**config.mk**
```make
export PLATFORM = sky130hd
export DESIGN_NAME = regfile
export DESIGN_NICKNAME = d
export VERILOG_FILES = /design/src/rtl/regfile.sv
export SDC_FILE = /design/constraint.sdc
export NUM_CORES = 2
export LEC_CHECK = 0
export ABC_AREA = 1
export CAP_MARGIN = 20
export CORE_MARGIN = 10
export CORE_UTILIZATION = 23
export CTS_BUF_LIST = sky130_fd_sc_hd__clkbuf_16
export DETAILED_ROUTE_END_ITERATION = 8
export DONT_BUFFER_PORTS = 1
export HOLD_SLACK_MARGIN = 0.05
export SKIP_LAST_GASP = 1
export SLEW_MARGIN = 15
export SYNTH_ARGS = -nofsm -noshare
export SYNTH_HDL_FRONTEND = slang
export SYNTH_SLANG_ARGS = --single-unit
```
**constraint.sdc**
```tcl
create_clock -name clk -period 6.9 [get_ports clk]
set_input_delay 0.69 -clock clk [delete_from_list [all_inputs] [get_ports clk]]
set_output_delay 0.69 -clock clk [all_outputs]
set_load 0.02 [all_outputs]
```
**src/rtl/regfile.sv**
```systemverilog
// 32 x DATA_W register file with two read ports, optional write-to-read forwarding,
// and a pending-write scoreboard reporting per-port operand hazards.
module regfile #(
   parameter int unsigned DATA_W = 32,
   parameter int unsigned BYPASS = 1
) (
   input  logic              clk,
   input  logic              rst,
   input  logic              we,
   input  logic [4:0]        waddr,
   input  logic [DATA_W-1:0] wdata,
   input  logic              re1,
   input  logic [4:0]        raddr1,
   output logic [DATA_W-1:0] rdata1,
   input  logic              re2,
   input  logic [4:0]        raddr2,
   output logic [DATA_W-1:0] rdata2,
   input  logic              issue_valid,
   input  logic [4:0]        issue_rd,
   input  logic              flush,
   output logic              busy1_o,
   output logic              busy2_o,
   output logic [5:0]        pending_cnt_o
);
   localparam int unsigned NREG = 32;
   localparam int unsigned CW   = 6;
   localparam bit          FWD  = (BYPASS != 0);

   logic [DATA_W-1:0] mem [NREG];
   logic [NREG-1:0]   busy_q;
   logic [NREG-1:0]   busy_nxt;
   logic [CW-1:0]     cnt_q;
   logic [CW-1:0]     cnt_nxt;
   logic              wr_en;
   logic              hit1;
   logic              hit2;

   assign wr_en = we && (waddr != '0);
   assign hit1  = FWD && we && (waddr == raddr1);
   assign hit2  = FWD && we && (waddr == raddr2);

   // storage; register 0 is never written
   always_ff @(posedge clk or negedge rst) begin
      if (!rst) begin
         for (int unsigned i = 0; i < NREG; i++) begin
            mem[i] <= '0;
         end
      end else if (wr_en) begin
         mem[waddr] <= wdata;
      end
   end

   // scoreboard next state: flush beats issue, issue beats writeback
   always_comb begin
      busy_nxt = busy_q;
      if (flush) begin
         busy_nxt = '0;
      end else begin
         if (wr_en) begin
            busy_nxt[waddr] = 1'b0;
         end
         if (issue_valid && (issue_rd != '0)) begin
            busy_nxt[issue_rd] = 1'b1;
         end
      end
      busy_nxt[0] = 1'b0;
   end

   always_comb begin
      cnt_nxt = '0;
      for (int unsigned i = 0; i < NREG; i++) begin
         cnt_nxt = cnt_nxt + CW'(busy_nxt[i]);
      end
   end

   always_ff @(posedge clk or negedge rst) begin
      if (!rst) begin
         busy_q <= '0;
         cnt_q  <= '0;
      end else begin
         busy_q <= busy_nxt;
         cnt_q  <= cnt_nxt;
      end
   end

   assign pending_cnt_o = cnt_q;

   // read ports; forwarded data is by definition not busy, and reset forces zeros
   always_comb begin
      rdata1  = '0;
      busy1_o = 1'b0;
      if (rst && re1 && (raddr1 != '0)) begin
         if (hit1) begin
            rdata1 = wdata;
         end else begin
            rdata1  = mem[raddr1];
            busy1_o = busy_q[raddr1];
         end
      end
   end

   always_comb begin
      rdata2  = '0;
      busy2_o = 1'b0;
      if (rst && re2 && (raddr2 != '0)) begin
         if (hit2) begin
            rdata2 = wdata;
         end else begin
            rdata2  = mem[raddr2];
            busy2_o = busy_q[raddr2];
         end
      end
   end
endmodule

```
Yosys cells after proc, flatten, opt, wreduce, memory -nomap -nowiden
Index checks and enable logic that the tools add are counted.
{"block": "totals", "register_bits": 1061, "latch_bits": 0, "ram_bits": 0, "romBits": 0, "in_bits": 59, "output_inout_bits": 72, "wordCells": 126, "n_memories": 0}
{"block": "classes", "addsub": 30, "multipliers": 0, "div_mod_pow": 0, "order_cmp": 10, "n_eq_ne": 2, "shifts": 0, "mux": 29, "n_bitwise": 6, "reduce_logical": 15}
{"op": "1024-bit bitwise mux", "count": 1}
{"op": "32-bit two-way mux", "count": 13}
{"op": "32-bit binary-select mux with 5-bit select", "count": 2}
{"op": "32-bit demux with 5-bit select", "count": 1}
{"op": "6-bit by 1-bit adder with 6-bit output", "count": 25}
{"op": "32-bit AND", "count": 1}
{"op": "32-bit inverter", "count": 1}
{"op": "32-bit bitwise OR", "count": 1}
{"op": "5-bit by 6-bit < comparator with 1-bit output, second input constant", "count": 4}
{"op": "5-bit nonzero test", "count": 4}
{"op": "6-bit >= comparator, second input constant", "count": 3}
{"op": "5-bit inverter with 6-bit output", "count": 3}
{"op": "1-bit logical AND", "count": 11}
{"op": "1-bit binary-select mux with 5-bit select", "count": 2}
{"op": "1-bit demux with 5-bit select", "count": 2}
{"op": "5-bit equality test", "count": 2}
{"op": "5-bit by 1-bit >= comparator with 1-bit output, second input constant", "count": 2}
{"op": "1-bit two-way mux", "count": 8}
{"op": "5-bit by 1-bit adder with 6-bit output", "count": 1}
{"op": "6-bit by 1-bit < comparator with 1-bit output, second input constant", "count": 1}
{"op": "4-bit by 1-bit adder with 5-bit output", "count": 1}
{"op": "3-bit by 1-bit adder with 4-bit output", "count": 1}
{"op": "2-bit by 1-bit adder with 3-bit output", "count": 1}
{"op": "1-bit by 1-bit adder with 2-bit output", "count": 1}

Logic depth before layout (Yosys ltp)
{"block": "logic_depth", "depth_word": 41, "mapped_depth": 28, "depth_no_buf": 27}

Worst setup path after synthesis
No wires, ideal clock.
{"block": "synth_timing", "path_type": "input to register", "from": "input port waddr[3]", "to": "register cnt_q[4], in the netlist pending_cnt_o[4]", "setup_time_ns": 0.080, "t_arrival_ns": 5.799, "required_ns": 6.820, "path_slack_ns": 1.021, "stages": 23, "path_buffers": 0, "cell_sequence": "nor2_1 nand2_1 o21ai_1 inv_2 nand2_2 o21ai_0 a21oi_1 inv_1 fa_1 fa_1 inv_1 fa_1 inv_1 fa_1 fa_1 fa_1 inv_1 fa_1 fa_1 a21oi_1 nor2_1 nor2_1 xnor2_1"}
{"block": "synth_via", "elab_cells_between_ends": 44}
{"item": "start, declared", "line_no": "10", "rtl": "input logic [4:0] waddr,"}
{"item": "5-bit by 6-bit < comparator with 1-bit output (implied by the code) or 5-bit by 1-bit >= comparator with 1-bit output (tied branches)", "line_no": "60", "rtl": "busy_nxt[waddr] = 1'b0;"}
{"item": "1-bit logical AND (implied by the code)", "line_no": "60"}
{"item": "1-bit two-way mux (implied by the code)", "line_no": "60"}
{"item": "1-bit demux with 5-bit select", "line_no": "60"}
{"item": "32-bit inverter (no line)"}
{"item": "32-bit AND (no line)"}
{"item": "32-bit two-way mux (*)", "line_no": "59", "rtl": "if (wr_en) begin"}
{"item": "32-bit two-way mux (*)", "line_no": "56", "rtl": "if (flush) begin"}
{"item": "32-bit bitwise OR (no line)"}
{"item": "32-bit two-way mux (*)", "line_no": "62", "rtl": "if (issue_valid && (issue_rd != '0)) begin"}
{"item": "32-bit two-way mux (*)", "line_no": "56"}
{"item": "net busy_nxt[18]", "line_no": "31", "rtl": "logic [NREG-1:0] busy_nxt;"}
{"item": "6-bit by 1-bit adder with 6-bit output (*) (14 in a row)", "line_no": "72", "rtl": "cnt_nxt = cnt_nxt + CW'(busy_nxt[i]);"}
{"item": "net cnt_nxt[4]", "line_no": "33", "rtl": "logic [CW-1:0] cnt_nxt;"}
{"item": "end signal, assigned", "line_no": "82", "rtl": "cnt_q <= cnt_nxt;"}
{"item": "end, declared", "line_no": "32", "rtl": "logic [CW-1:0] cnt_q;"}
Mark *: on every way through the listed nets, which the timed path passes. The rest lies on a longest branch. The select of a mux whose other input is x is not followed.
A chain may end at the register's enable or synchronous reset.

Worst setup path in the final report
{"block": "layout_timing", "from": "input port raddr2[0]", "to": "output port rdata2[0]"}
{"block": "layout_via", "elab_chain_cells": 6, "elab_cells_between_ends": 10}
{"item": "start, declared", "line_no": "16", "rtl": "input logic [4:0] raddr2,"}
{"item": "5-bit inverter with 6-bit output (implied by the code)", "line_no": "109", "rtl": "rdata2 = mem[raddr2];"}
{"item": "32-bit binary-select mux with 5-bit select", "line_no": "109"}
{"item": "32-bit two-way mux (implied by the code) (2 in a row)", "line_no": "109"}
{"item": "32-bit two-way mux", "line_no": "106", "rtl": "if (hit2) begin"}
{"item": "32-bit two-way mux (*)", "line_no": "105", "rtl": "if (rst && re2 && (raddr2 != '0)) begin"}
{"item": "end, declared", "line_no": "17", "rtl": "output logic [DATA_W-1:0] rdata2,"}
Every way passes the cells marked *; elsewhere a longest branch is shown, timed or not. The select of a mux whose other input is x is not followed.

==> summary.log <==
[yosys] share of the yosys chip area belonging to registers 44.3%
[sta] Min Clock Period, post-route 8.54 ns
[drt] vias per std cell 5.14
[yosys] proportion of netlist area held by the largest area contributor 44.3%
[worst_hold_path] Hold Crit Start wdata[28]
[drt] met3 wire length 32.7 mm
[drt] M1 WL 106 mm
[cells_and_area] final cell count without fillers 11,400
[cts] clock latency of the later-clocked register in the worst-skew pair 0.75 ns
[sta] Hold Worst Slack 0.0628 ns
[worst_hold_path] Worst Hold Path EP mem[764]
[power_and_ir_drop] worst supply voltage drop on vdd 0.000216 V
[cts] number of hold buffers added after CTS 38
[grt] leftover overflow at the end of global routing 0
[drt] detailed-router iteration count before antenna repair 8
[cts] Clock H-tree levels 3
[run_status] failing checks slew limit, setup timing
[setup_path] Max stage delay on crit path 2.38 ns
[setup_path] library cell appearing most often on the critical path sky130_fd_sc_hd__nand3_1
[sta] worst clock skew on the final layout 0.0118 ns
[yosys] cell types with the largest area share after synthesis sky130_fd_sc_hd__dfrtp_1 44%, sky130_fd_sc_hd__nand2_1 16%, sky130_fd_sc_hd__o21ai_0 10%, sky130_fd_sc_hd__nand3_1 6.0%, sky130_fd_sc_hd__a21oi_1 5.4%
[cells_and_area] fill cell count 28,500
[job] # Max-Cap Violations 0
[yosys] post-synthesis net count 8,513
[grt] global-route wire length before repair 376 mm
[grt] number of global-route vias before repair 52,500
[cts] number of instances resized during post-cts repair 0
[setup_path] Largest delay share family, worst path buffers and inverters
[sta] final-report hold violation count 0
[place] Post-DP Area 62,000 sq um
[floorplan] core box area 259,000 sq um
[cts] Clock transition at path regs 0.06 ns
[yosys] most common flop cell mapped by yosys sky130_fd_sc_hd__dfrtp_1
[cts] clock buffer count from CTS 110
[drt] Max Used Layer met5
[setup_path] endpoint of the most critical register-to-register path pending_cnt_o[4]
[sta] measured slew at the worst slew-check pin 5.73 ns
[sta] fmax 117 MHz
[drt] number of nets with antenna violations after detailed routing 0
[sta] RSZ-0062 raised after global routing no
[drt] total length of routed met2 wires 106 mm
[sta] number of max-slew violations in the final report 762
[yosys] Post-Syn Instances 8,424
[yosys] Async SR Flop Fraction 100%
[setup_path] Worst Setup Start Kind input pin
[setup_path] reg-to-reg startpoint busy_q[26]
[cts] clock tree root driver cell sky130_fd_sc_hd__clkbuf_16
[cells_and_area] Non-Filler Cell Area, Final 66,200 sq um
[sta] relative max-transition margin -282%
[worst_hold_path] Hold WC Path Type in2reg
[setup_path] flop-to-flop setup slack 1.59 ns
[cells_and_area] Final #Nets 7,981
[cts] Post-CTS Setup Bufs 0
[yosys] Post-Syn Area 59,900 sq um
[drt] drc violations 0
[cts] TritonCTS clock tree done
[setup_path] CP required 6.21 ns
[floorplan] Chip Height 530 um
[yosys] most area-hungry cell type in the Yosys netlist sky130_fd_sc_hd__dfrtp_1
[floorplan] number of top-level pins 131
[cells_and_area] share of final-layout standard cells stronger than drive strength 1 4.60%
[place] number of buffers inserted by port buffering 0
[sta] Worst Setup Slack, final -1.64 ns
[place] number of placed instances with taps included 11,100
[setup_path] Arr. time, crit path 7.85 ns
[grt] All-Layer GR Usage 17.7%
[floorplan] initial core utilization 23.1%
[setup_path] CP endpoint kind output pin
[cells_and_area] synthesis-to-finish area growth 10.5%
[drt] number of DRC markers in iteration 0 8,515
[drt] via total after detailed routing 58,600
[setup_path] worst path buffer plus inverter count 2
[drt] Avg WL per Cell 22.7 um
[floorplan] number of cell rows 187
[cts] TritonCTS Sinks 1,061
[yosys] Warnings, synthesis 0
[yosys] number of register bits inferred by synthesis 1,061
[run_status] outcome finished with violations
[grt] initial antenna violation count 32
[setup_path] origin of the worst setup path raddr2[0]
[sta] Final setup viols 33
[place] GP Congestion 0.887
[grt] pin count of the biggest net entering global routing 811
[drt] final wirelength 259 mm
[setup_path] maximum net fanout on the critical path 810
[setup_path] cells along the critical path inv_8 -> buf_4 -> nor2_1 -> nor2_1 -> o21ai_0 -> nand3_1 -> nand3b_1 -> nand3_1 -> nand3_1 -> nand2_1
[place] half-perimeter wire length after placement 135 mm
[cts] CTS max path bufs 3
[power_and_ir_drop] power density over cell area 267 nW/um^2
[sta] fraction of the cycle the final worst path needs 124%
[sta] aggregate negative setup slack -44.63 ns
[setup_path] library cell contributing the largest single delay on the critical path sky130_fd_sc_hd__inv_8
[setup_path] WS Path Type in2out
[yosys] number of enable flip-flop cells after synthesis 0
[floorplan] Die Wd 530 um
[yosys] per-instance average area after synthesis 7.11 sq um
[setup_path] logic depth of the worst register-to-register path 18
[worst_hold_path] cell count of the worst hold path 2
[power_and_ir_drop] Leakage 29.0 nW
[floorplan] overall die area 281,000 sq um
[yosys] Synth cell types 36
[worst max-delay path by stage]
stage / to / cells past startpoint
after CTS: busy2_o / 12
final: rdata2[0] / 10
after detailed placement: pending_cnt_o[4] / 25
after floorplan: pending_cnt_o[4] / 23
after global routing: busy2_o / 12
after global placement: pending_cnt_o[4] / 25
[per-stage QoR]
| step | worst slack [ns] | total power, W | util, % |
|---|---|---|---|
| final | -1.64 | 0.0177 | 25.5 |
| after global routing | 0.274 | 0.0186 | 25.5 |
| after CTS | 0.570 | 0.0176 | 25.4 |
| after detailed placement | 0.394 | 0.0114 | 23.9 |
| after global placement | 0.332 | 0.0113 | 23.9 |
| after floorplan | 1.02 | 0.0106 | - |
[cell type report]
cell class / count / area (sq um) / share of cell area, %
clock inverter: 92 / 717 / 1.08
antenna: 20 / 50.0 / 0.0756
inverter: 484 / 1840 / 2.79
sequential: 1061 / 26600 / 40.1
tap: 3402 / 4260 / 6.43
timing repair buffer: 123 / 1380 / 2.09
clock buffer: 114 / 2850 / 4.31
multi-input combinational: 6112 / 28500 / 43.1
[cells in the mapped netlist, types with 2 or more instances]
library cell,instances
sky130_fd_sc_hd__nand2_1,2563
sky130_fd_sc_hd__o21ai_0,1207
sky130_fd_sc_hd__dfrtp_1,1061
sky130_fd_sc_hd__nand3_1,718
sky130_fd_sc_hd__a21oi_1,649
sky130_fd_sc_hd__nor2_1,498
sky130_fd_sc_hd__clkbuf_1,475
sky130_fd_sc_hd__inv_1,470
sky130_fd_sc_hd__o211ai_1,294
sky130_fd_sc_hd__buf_2,174
sky130_fd_sc_hd__buf_1,98
sky130_fd_sc_hd__a21oi_2,56
sky130_fd_sc_hd__o21ai_1,24
sky130_fd_sc_hd__fa_1,23
sky130_fd_sc_hd__nand3b_1,21
sky130_fd_sc_hd__buf_6,11
sky130_fd_sc_hd__nor3_1,11
sky130_fd_sc_hd__inv_2,9
sky130_fd_sc_hd__buf_4,7
sky130_fd_sc_hd__ha_1,7
sky130_fd_sc_hd__clkinv_1,5
sky130_fd_sc_hd__nand4_1,5
sky130_fd_sc_hd__o22ai_1,5
sky130_fd_sc_hd__or2_2,5
sky130_fd_sc_hd__a31oi_1,4
sky130_fd_sc_hd__nor2_2,4
sky130_fd_sc_hd__nor2_4,4
sky130_fd_sc_hd__nor2_8,4
sky130_fd_sc_hd__xor2_1,3
sky130_fd_sc_hd__clkbuf_2,2
sky130_fd_sc_hd__nand2_2,2
[placed cells by master, fill, tap and decap left out, types with 23 or more instances in the layout]
cell type and instances:
sky130_fd_sc_hd__nand2_1 2551, sky130_fd_sc_hd__o21ai_0 1207, sky130_fd_sc_hd__dfrtp_1 1061, sky130_fd_sc_hd__nand3_1 711, sky130_fd_sc_hd__a21oi_1 649, sky130_fd_sc_hd__nor2_1 492, sky130_fd_sc_hd__inv_1 483, sky130_fd_sc_hd__o211ai_1 294
sky130_fd_sc_hd__clkbuf_16 114, sky130_fd_sc_hd__buf_4 63, sky130_fd_sc_hd__a21oi_2 56, sky130_fd_sc_hd__dlygate4sd3_1 39, sky130_fd_sc_hd__clkinv_2 34, sky130_fd_sc_hd__clkinv_1 27, sky130_fd_sc_hd__o21ai_1 24, sky130_fd_sc_hd__fa_1 23
[flip-flops by register name, summed over array words and instances, names as in the netlist]
register       count
pending_cnt_o      6
mem             1024
busy_q            31
[cells by family (layout without fill, tap and decap cells)]
logic type      count (synthesis)  in the layout  share of synthesized area, %
other cells                     0             20                             0
buf+inv                      1251            813                          8.39
simple gates                 3837           3837                          26.0
flops                        1061           1061                          44.3
compound gates               2241           2241                          20.3
fa+ha+maj                      30             30                         0.915
xor+xnor                        4              4                        0.0585
[routing by layer]
layer,track usage (%),vias to the layer above
met4,8.91,26
met1,24.4,27900
met3,4.99,673
met2,25.1,3451
met5,0,-
li1,-,26600
[worst register-to-register path: stages (launching register included)]
cell	delay, ns
sky130_fd_sc_hd__dfrtp_1	0.39
sky130_fd_sc_hd__o21ai_0	0.10
sky130_fd_sc_hd__a21oi_1	0.14
sky130_fd_sc_hd__fa_1	0.59
sky130_fd_sc_hd__inv_1	0.05
sky130_fd_sc_hd__fa_1	0.52
sky130_fd_sc_hd__inv_1	0.05
sky130_fd_sc_hd__fa_1	0.50
sky130_fd_sc_hd__inv_1	0.07
sky130_fd_sc_hd__fa_1	0.52
sky130_fd_sc_hd__fa_1	0.43
sky130_fd_sc_hd__fa_1	0.49
sky130_fd_sc_hd__inv_1	0.05
sky130_fd_sc_hd__fa_1	0.40
sky130_fd_sc_hd__fa_1	0.47
sky130_fd_sc_hd__a21oi_1	0.14
sky130_fd_sc_hd__nor2_1	0.05
sky130_fd_sc_hd__nor2_1	0.11
sky130_fd_sc_hd__xnor2_1	0.14
[power breakdown]
group | internal, W | leakage [nW] | switching [W]
Clock | 0.00339 | 1.86 | 0.00275
Combinational | 0.00119 | 13.8 | 0.00211
Sequential | 0.00743 | 13.3 | 0.000800
(Power assumes the default switching activity.)
